--- src/rtl/scan_sig_analyzer.sv ---
// Scan signature analyzer: compacts CUT scan-out into a SISR, counts capture
// events, checks the shift-run length of each unload and reports pass/fail.
module scan_sig_analyzer #(
    parameter int                 SIG_W     = 16,
    parameter logic [SIG_W-1:0]   POLY      = 16'h1021,
    parameter int                 CHAIN_LEN = 4,
    parameter int                 NUM_PAT   = 32,
    parameter logic [SIG_W-1:0]   GOLDEN    = 16'h0000
) (
    input  logic                          CLK,
    input  logic                          RST_N,
    input  logic                          START,
    input  logic                          SE,
    input  logic                          SO,
    output logic [SIG_W-1:0]              SIGNATURE,
    output logic [$clog2(NUM_PAT+1)-1:0]  PAT_CNT,
    output logic                          BUSY,
    output logic                          DONE,
    output logic                          PASS,
    output logic                          ERR
);
    // state | meaning
    // IDLE  | waiting for START, results held
    // RUN   | compacting scan-out, counting captures
    // DONE  | NUM_PAT captures seen, results and PASS held

    localparam int PW  = $clog2(NUM_PAT + 1);
    // one spare code above CHAIN_LEN so a saturated over-long run never aliases
    localparam int SHW = $clog2(CHAIN_LEN + 2);

    localparam logic [SHW-1:0] SH_MAX   = '1;
    localparam logic [SHW-1:0] SH_TGT   = SHW'(CHAIN_LEN);
    localparam logic [PW-1:0]  PAT_LAST = PW'(NUM_PAT);

    typedef enum logic [1:0] {
        IDLE = 2'd0,
        RUN  = 2'd1,
        FIN  = 2'd2
    } state_t;

    state_t           state, state_nxt;
    logic [SIG_W-1:0] sig_nxt;
    logic [PW-1:0]    pat_nxt;
    logic [SHW-1:0]   sh_cnt, sh_nxt;
    logic             err_nxt;
    logic             prev_se, prev_nxt;
    logic             busy_nxt, done_nxt, pass_nxt;
    logic             fb;

    always_ff @(posedge CLK) begin
        if (!RST_N) begin
            state     <= IDLE;
            SIGNATURE <= '0;
            PAT_CNT   <= '0;
            sh_cnt    <= '0;
            ERR       <= 1'b0;
            prev_se   <= 1'b0;
            BUSY      <= 1'b0;
            DONE      <= 1'b0;
            PASS      <= 1'b0;
        end else begin
            state     <= state_nxt;
            SIGNATURE <= sig_nxt;
            PAT_CNT   <= pat_nxt;
            sh_cnt    <= sh_nxt;
            ERR       <= err_nxt;
            prev_se   <= prev_nxt;
            BUSY      <= busy_nxt;
            DONE      <= done_nxt;
            PASS      <= pass_nxt;
        end
    end

    always_comb begin
        state_nxt = state;
        sig_nxt   = SIGNATURE;
        pat_nxt   = PAT_CNT;
        sh_nxt    = sh_cnt;
        err_nxt   = ERR;
        prev_nxt  = prev_se;
        fb        = SIGNATURE[SIG_W-1] ^ SO;

        if (START) begin
            // restart from any state; wins over any SE activity this cycle
            state_nxt = RUN;
            sig_nxt   = '0;
            pat_nxt   = '0;
            sh_nxt    = '0;
            err_nxt   = 1'b0;
            prev_nxt  = 1'b0;
        end else if (state == RUN) begin
            prev_nxt = SE;
            if (SE) begin
                sig_nxt = {SIGNATURE[SIG_W-2:0], 1'b0} ^ (fb ? POLY : '0);
                if (sh_cnt != SH_MAX)
                    sh_nxt = sh_cnt + SHW'(1);
            end else if (prev_se) begin
                pat_nxt = PAT_CNT + PW'(1);
                sh_nxt  = '0;
                if (sh_cnt != SH_TGT)
                    err_nxt = 1'b1;
                if (pat_nxt == PAT_LAST)
                    state_nxt = FIN;
            end
        end

        busy_nxt = (state_nxt == RUN);
        done_nxt = (state_nxt == FIN);
        pass_nxt = done_nxt && (sig_nxt == GOLDEN) && !err_nxt;
    end

endmodule

--- config.mk ---
export PLATFORM = sky130hd
export DESIGN_NAME = scan_sig_analyzer
export DESIGN_NICKNAME = d
export VERILOG_FILES = /design/src/rtl/scan_sig_analyzer.sv
export SDC_FILE = /design/constraint.sdc
export NUM_CORES = 1
export LEC_CHECK = 0
export CAP_MARGIN = 20
export CELL_PAD_IN_SITES_DETAIL_PLACEMENT = 0
export CELL_PAD_IN_SITES_GLOBAL_PLACEMENT = 1
export CORE_MARGIN = 2
export CORE_UTILIZATION = 39
export DETAILED_ROUTE_END_ITERATION = 12
export PLACE_DENSITY_LB_ADDON = 0.1
export SYNTH_ARGS = -nofsm -noshare
export SYNTH_HDL_FRONTEND = slang
export SYNTH_SLANG_ARGS = --single-unit
--- constraint.sdc ---
create_clock -name CLK -period 3.65 [get_ports CLK]
set_clock_uncertainty 0.2 [all_clocks]
set_input_delay 0.9125 -clock CLK [delete_from_list [all_inputs] [get_ports CLK]]
set_output_delay 0.9125 -clock CLK [all_outputs]
set_load 0.02 [all_outputs]
==> metrics.md, run 1 <==
| Metric | Value |
|---|---|
| Status | `complete, no violations` |
| WL final | `between 3000 and 4000 um` |
| Worst r2r path cells | `6` |
| Total track usage | `about 16%` |
| Sequential share of the synthesized area | `between 40% and 50%` |
| H-tree depth | `2` |
| Initial core utilization | `between 40% and 50%` |
| Period Utilization, post-route | `between 70% and 80%` |
| # Post-CTS Setup Buffers | `0` |
| EDFF count, synth | `0` |
| Root Driver | `clkbuf_4` |
| N_diodes | `0` |
| Yosys cell types | `35` |
| Post-route DRC violation count | `0` |
| FF/Latch Area | `between 600 and 700 um2` |
| CP Data Arrival Time | `around 1.5 ns` |
| CTS clk-pin slew, worst paths | `0.09 ns` |
| Post-synth ARST share | `0%` |
| CTS Buf Count | `5` |
| Minimum clock period | `between 2 and 3 ns` |
| CP cell instances | `clkdlybuf4s50_1` |
| Fillers | `between 300 and 400` |
| CP startpoint | `PAT_CNT[2]` |
| Measured slew at the worst slew-check pin | `between 0.6 and 0.7 ns` |
| Syn Std Cell Area | `1380 um2` |
| Vias in the first global route | `around 1200` |
| Top cells by count, synth | `nand2_1 (35), dfxtp_1 (32), a21oi_1 (21)` |
| Fin nets | `200` |
| Die W | `about 63 um` |
| Critical path type | `reg2out` |
| Routed vias | `~1200` |
| Largest stage delay, worst path | `between 0.6 and 0.7 ns` |
| Yosys warning count | `0` |
| Port Buffers | `30` |
| Hold/Removal Path Class | `reg2reg` |
| # rows | `21` |
| First-pass GRT wire length | `a little over 5000 um` |
| Hold Crit Start | `sh_cnt[1]` |
| Multi-input gate area | `just under 700 um2` |
| Core ar. | `approximately 3400 um2` |
| Critical path startpoint category | `flip-flop` |
| Synth top area share | `46.6%` |
| F_max | `approximately 380 MHz` |
| Pwr Density | `323 nW/um2` |
| RSZ-0062 raised after global routing | `no` |
| R2R Path End | `sh_cnt[0]` |
| Family with the most delay on the worst path | `buffers and inverters` |
| Routability cong. | `~0.76` |
| Initial antenna violation count | `0` |
| Reg2reg setup slack | `~1.8 ns` |
| DRT antenna net count | `0` |
| HPWL Detailed | `about 2100 um` |
| Clk_lat worst skew | `0.33 ns` |
| Buffers & Inverters on Critical Path | `1` |
| Die area | `approximately 4000 um2` |
| Maxcap violations | `0` |
| Pre-Repair DR Iteration Count | `6` |
| Slowest cell on crit path | `clkdlybuf4s50_1` |
| Violation count after the first detailed-route iteration | `54` |
| Yosys reg bits | `32` |
| Largest net degree at the start of global routing | `31` |
| # setup viols final | `0` |
| Total grt overflow | `0` |
| Reg2Reg Launch Point | `sh_cnt[0]` |
| Via density | `around 5.0` |
| Hold EP | `sh_cnt[1]` |
| Post-CTS Resized | `0` |
| Ports | `31` |
| Cells after Synth | `160` |
| Layout cells sized above 1 | `under 10%` |
| Synth area leaders | `dfxtp_1 (47%), nand2_1 (9.6%), a21oi_1 (7.6%), nor2_1 (3.8%), xnor2_1 (3.8%)` |
| Clock buffer depth | `2` |
| Avg Inst Size Synth | `between 8 and 9 um2` |
| Worst Setup End Kind | `output pin` |
| Area delta synth->final | `27.1%` |
| Maximum VDD drop | `between 0.2 and 0.25 mV` |
| TritonCTS Sinks | `32` |
| Hold Fails Final Rpt | `0` |
| Die H | `63.4 um` |
| Fin Hold WS | `0.280 ns` |
| Hold_buf cts | `0` |
| WHS Path Cells | `2` |
| Net Count, Synth | `between 150 and 200` |
| Worst path required time | `2.54 ns` |
| Synth Flop Type | `dfxtp_1` |
| Fin. max-slew vios | `0` |
| Relative slew slack | `between 50% and 60%` |
| Wire per inst | `12.9 um` |
| Lkg Pwr | `approximately 0.58 nW` |
| CTS tree | `built` |
| Synth area leader | `dfxtp_1` |
| Cell with the most instances after synthesis | `nand2_1` |
| Max Fanout on Critical Path | `8` |
| Final setup TNS | `0 ns` |
==> where the power goes <==
| part | total (mW) | internal, mW | switching, mW |
|---|---|---|---|
| sequential | 0.355 | 0.352 | 0.00324 |
| combinational | 0.0369 | 0.0149 | 0.0220 |
| clock | 0.172 | 0.0642 | 0.108 |
==> per-layer routing <==
metal / up-vias / share of wire, % / global-route usage (%)
met3: 2 / 4.3 / 6.07
met2: 27 / 50 / 28.8
li1: 603 / - / -
met4: 0 / 0.66 / 5.71
met5: - / 0 / 0
met1: 549 / 45 / 18.2
==> how the worst max path moves through the flow <==
stage,to,cells after the start
6_report,PAT_CNT[2],1
5_1_grt,PAT_CNT[2],1
4_1_cts,PAT_CNT[2],1
3_5_place_dp,sh_cnt[0],5
3_3_place_gp,SIGNATURE[0],5
2_1_floorplan,PAT_CNT[4],5
==> per-stage QoR <==
step                      utilization (%)  instances  setup WS, ns  power, mW  cell area (um2)
after floorplan                         -        160          1.68      0.386             1380
after global placement               50.9        230         0.988      0.400             1710
after detailed placement             50.9        230         0.890      0.401             1710
after CTS                            52.0        235          1.01      0.575             1750
after global routing                 52.0        235         0.957      0.597             1750
final                                52.0        235          1.03      0.564             1750
==> sequential cells by signal (all words and copies together) (netlist names) <==
signal	cells
BUSY	1
DONE	1
ERR	1
PASS	1
PAT_CNT	6
SIGNATURE	16
prev_se	1
sh_cnt	3
state	2
==> layout by cell type, fill, tap and decap left out, types with 2 or more instances in the layout <==
master / instances
a21oi_1: 21
a31oi_1: 2
buf_4: 3
clkbuf_4: 5
clkdlybuf4s50_1: 30
dfxtp_1: 32
ha_1: 4
inv_1: 2
nand2_1: 35
nand2b_1: 2
nand3_1: 3
nand4_1: 4
nor2_1: 14
nor4_1: 3
nor4bb_1: 2
xnor2_1: 6
xor2_1: 4
==> kinds of logic (layout without fill, tap and decap cells) <==
group / Yosys count / after routing / synth area share, %
AO/OA/AOI/OAI: 28 / 28 / 12.1
XOR/XNOR: 10 / 10 / 6.37
adder cells (fa/ha/maj): 4 / 4 / 3.64
buffers and inverters: 11 / 40 / 3.82
flip-flops: 32 / 32 / 46.6
multiplexers: 1 / 1 / 0.728
AND/OR/NAND/NOR: 74 / 74 / 26.8
==> layout make-up <==
class	instances	area share, %
clock buffers	5	2.15
multi-input cells	117	39.0
inverters	2	0.429
flip-flops and latches	32	36.6
repair buffers	33	18.5
well taps	46	3.29
(Power assumes the default switching activity.)
==> inputs of run 2 (changes only) <==
--- a/config.mk
+++ b/config.mk
@@ -9,7 +9,7 @@
 export CELL_PAD_IN_SITES_DETAIL_PLACEMENT = 0
 export CELL_PAD_IN_SITES_GLOBAL_PLACEMENT = 1
 export CORE_MARGIN = 2
-export CORE_UTILIZATION = 39
+export CORE_UTILIZATION = 32
 export DETAILED_ROUTE_END_ITERATION = 12
 export PLACE_DENSITY_LB_ADDON = 0.1
 export SYNTH_ARGS = -nofsm -noshare
==> constraint.sdc (replaced) <==
create_clock -name CLK -period 2.3 [get_ports CLK]
set_clock_uncertainty 0.2 [all_clocks]
set_input_delay 0.575 -clock CLK [delete_from_list [all_inputs] [get_ports CLK]]
set_output_delay 0.575 -clock CLK [all_outputs]
set_load 0.02 [all_outputs]
==> run 2 against run 1 <==
Highest routed layer unchanged; utilization decreased by 6.1 points; clock power increased to 2.5 times the previous value; design area increased by 6.6%; critical path depth unchanged; sequential share of layout area decreased by 2.3 points; worst setup slack got worse by 0.85 ns; count of clock-buffer cells in the layout increased by 3; register-to-register slack got worse by 1.2 ns; power increased by 89%; first-iteration DRC count increased by 5.6%.
==> metrics.md, run 2 (same netlist as run 1, synthesis figures left out) <==
| Metric | Value |
|---|---|
| Clk_lat worst skew | `0.28 ns (-0.05 ns)` |
| Worst r2r path cells | `4 (-2)` |
| Max Fanout on Critical Path | `6 (-2)` |
| Total grt overflow | `0 (unchanged)` |
| CTS tree | `built` |
| Total track usage | `13.7% (-2.7 points)` |
| Die W | `69.6 um (+9.7%)` |
| RSZ-0062 raised after global routing | `no` |
| Clock buffer depth | `2 (unchanged)` |
| WP depth | `1 (unchanged)` |
| # rows | `23 (+9.5%)` |
| Status | `complete, no violations` |
| HPWL Detailed | `2230 um (+4.3%)` |
| Vias in the first global route | `1191 (+3.1%)` |
| Pwr Density | `573 nW/um2 (+77%)` |
| Port Buffers | `30 (unchanged)` |
| Pre-Repair DR Iteration Count | `4 (-2)` |
| Largest net degree at the start of global routing | `31 (unchanged)` |
| Measured slew at the worst slew-check pin | `0.366 ns (-0.242 ns)` |
| Switching share of power | `21.8% (-1.8 points)` |
| Routed vias | `1208 (+2.3%)` |
| Family with the most delay on the worst path | `buffers and inverters` |
| Worst Setup End Kind | `output pin` |
| WHS Path Cells | `2 (unchanged)` |
| Wire per inst | `12.4 um (-3.5%)` |
| Clock share of power | `40.7% (+10 points)` |
| Largest register FFs | `16 (unchanged)` |
| First-pass GRT wire length | `5350 um (+3.1%)` |
| Regs by FF count | `SIGNATURE (16), PAT_CNT (6), sh_cnt (3)` |
| Buffers & Inverters on Critical Path | `1 (unchanged)` |
| Internal power | `0.834 mW (+94%)` |
| Slowest cell on crit path | `clkdlybuf4s50_1` |
| Minimum clock period | `between 2 and 2.5 ns` |
| Core ar. | `4060 um2 (+21%)` |
| Initial core utilization | `33.9% (-7.0 points)` |
| Switch Pwr | `0.233 mW (+75%)` |
| Most frequent cells in the layout | `nand2_1 (35), dfxtp_1 (32), clkdlybuf4s50_1 (30)` |
| Final setup TNS | `0 ns (unchanged)` |
| F_max | `around 470 MHz` |
| Layout cells sized above 1 | `10.1% (+3.2 points)` |
| Routability cong. | `0.828 (+8.9%)` |
| Post-CTS Resized | `0 (unchanged)` |
| Fin nets | `206 (+3.0%)` |
| Lkg Pwr | `0.640 nW (+10%)` |
| Fin. max-slew vios | `0 (unchanged)` |
| Hold_buf cts | `0 (unchanged)` |
| CP Data Arrival Time | `1.34 ns (-0.16 ns)` |
| Ports | `31 (unchanged)` |
| N_diodes | `0 (unchanged)` |
| Area delta synth->final | `35.5%` |
| CTS clk-pin slew, worst paths | `0.06 ns (-0.03 ns)` |
| Critical path startpoint category | `flip-flop` |
| Fin worst setup slack | `0.185 ns (-0.848 ns)` |
| Critical path type | `reg2out` |
| Post-route DRC violation count | `0 (unchanged)` |
| Root Driver | `clkbuf_8` |
| # Post-CTS Setup Buffers | `0 (unchanged)` |
| TritonCTS Sinks | `32 (unchanged)` |
| WL final | `3080 um (+1.8%)` |
| Largest Register | `SIGNATURE` |
| Relative slew slack | `75.4% (+16 points)` |
| Initial antenna violation count | `0 (unchanged)` |
| Worst slack at placement | `0.0577 ns (-0.833 ns)` |
| Seq pwr share | `52.9% (-10 points)` |
| # setup viols final | `0 (unchanged)` |
| CP cell instances | `clkdlybuf4s50_1` |
| Largest stage delay, worst path | `0.64 ns (-0.03 ns)` |
| Hold/Removal Path Class | `reg2reg` |
| Maximum VDD drop | `0.363 mV (+74%)` |
| Hold Fails Final Rpt | `0 (unchanged)` |
| Most common cell after layout, fill and taps aside | `nand2_1` |
| Via density | `4.87 (-3.1%)` |
| H-tree depth | `2 (unchanged)` |
| Die area | `4840 um2 (+20%)` |
| Violation count after the first detailed-route iteration | `57 (+5.6%)` |
| Worst path required time | `1.52 ns (-1.02 ns)` |
| Period Utilization, post-route | `roughly nine tenths` |
| CTS Buf Count | `5 (unchanged)` |
| DRT antenna net count | `0 (unchanged)` |
| Maxcap violations | `0 (unchanged)` |
| Logic pwr share | `6.3% (-0.2 points)` |
| Die H | `69.6 um (+9.7%)` |
## run 2: cell count changes in the layout (fill, tap and decap cells not counted)
cell      change
clkbuf_4      -5
clkbuf_1      +2
buf_12        +1
clkbuf_8      +6
buf_4         +5
## run 2: per-stage QoR
stage / util [%] / power [mW] / area [um2] / hold WS [ns] / std cells
final: 45.9 / 1.07 / 1860 / 0.285 / 248
after global placement: 43.7 / 0.645 / 1770 / 0.269 / 240
after detailed placement: 43.7 / 0.645 / 1770 / 0.278 / 240
after floorplan: - / 0.613 / 1380 / 0.249 / 160
after CTS: 45.9 / 1.08 / 1860 / 0.285 / 248
after global routing: 45.9 / 1.12 / 1860 / 0.309 / 248
## run 2: path summary, 6_finish.rpt
kind / startpoint / endpoint / slack [ns]
max: PAT_CNT[3] / PAT_CNT[3] / 0.18
min: sh_cnt[1] / sh_cnt[1] / 0.28
max reg2reg: SIGNATURE[2] / PASS / 0.53
min reg2reg: sh_cnt[1] / sh_cnt[1] / 0.28
## run 2: power groups by stage
| stage | combinational, mW | clock [mW] | sequential (mW) |
|---|---|---|---|
| after floorplan | 0.0358 | 0 | 0.577 |
| after detailed placement | 0.0683 | 0 | 0.577 |
| after CTS | 0.0685 | 0.448 | 0.565 |
| after global placement | 0.0682 | 0 | 0.577 |
| final | 0.0677 | 0.435 | 0.565 |
| after global routing | 0.0747 | 0.478 | 0.565 |
## run 2: area by class of cell
type	count	area, um2
multi-input cells	117	682
inverters	2	7.51
clock buffers	8	90.1
repair buffers	39	380
well taps	50	62.6
fillers	400	2190
flip-flops and latches	32	641
## run 2: layer usage
metal	part of all wire, %	track usage, %	up-vias
met4	0.45	3.92	0
met5	0	0	-
li1	-	-	618
met1	45	16.3	557
met3	6.2	5.52	2
met2	48	22.8	31
==> inputs of run 3 (changes only) <==
--- a/config.mk
+++ b/config.mk
@@ -12,6 +12,7 @@
 export CORE_UTILIZATION = 32
 export DETAILED_ROUTE_END_ITERATION = 12
 export PLACE_DENSITY_LB_ADDON = 0.1
+export SLEW_MARGIN = 20
 export SYNTH_ARGS = -nofsm -noshare
 export SYNTH_HDL_FRONTEND = slang
 export SYNTH_SLANG_ARGS = --single-unit
==> results of run 3 <==
The final DEF is identical to that of run 2; final timing and power are the same.
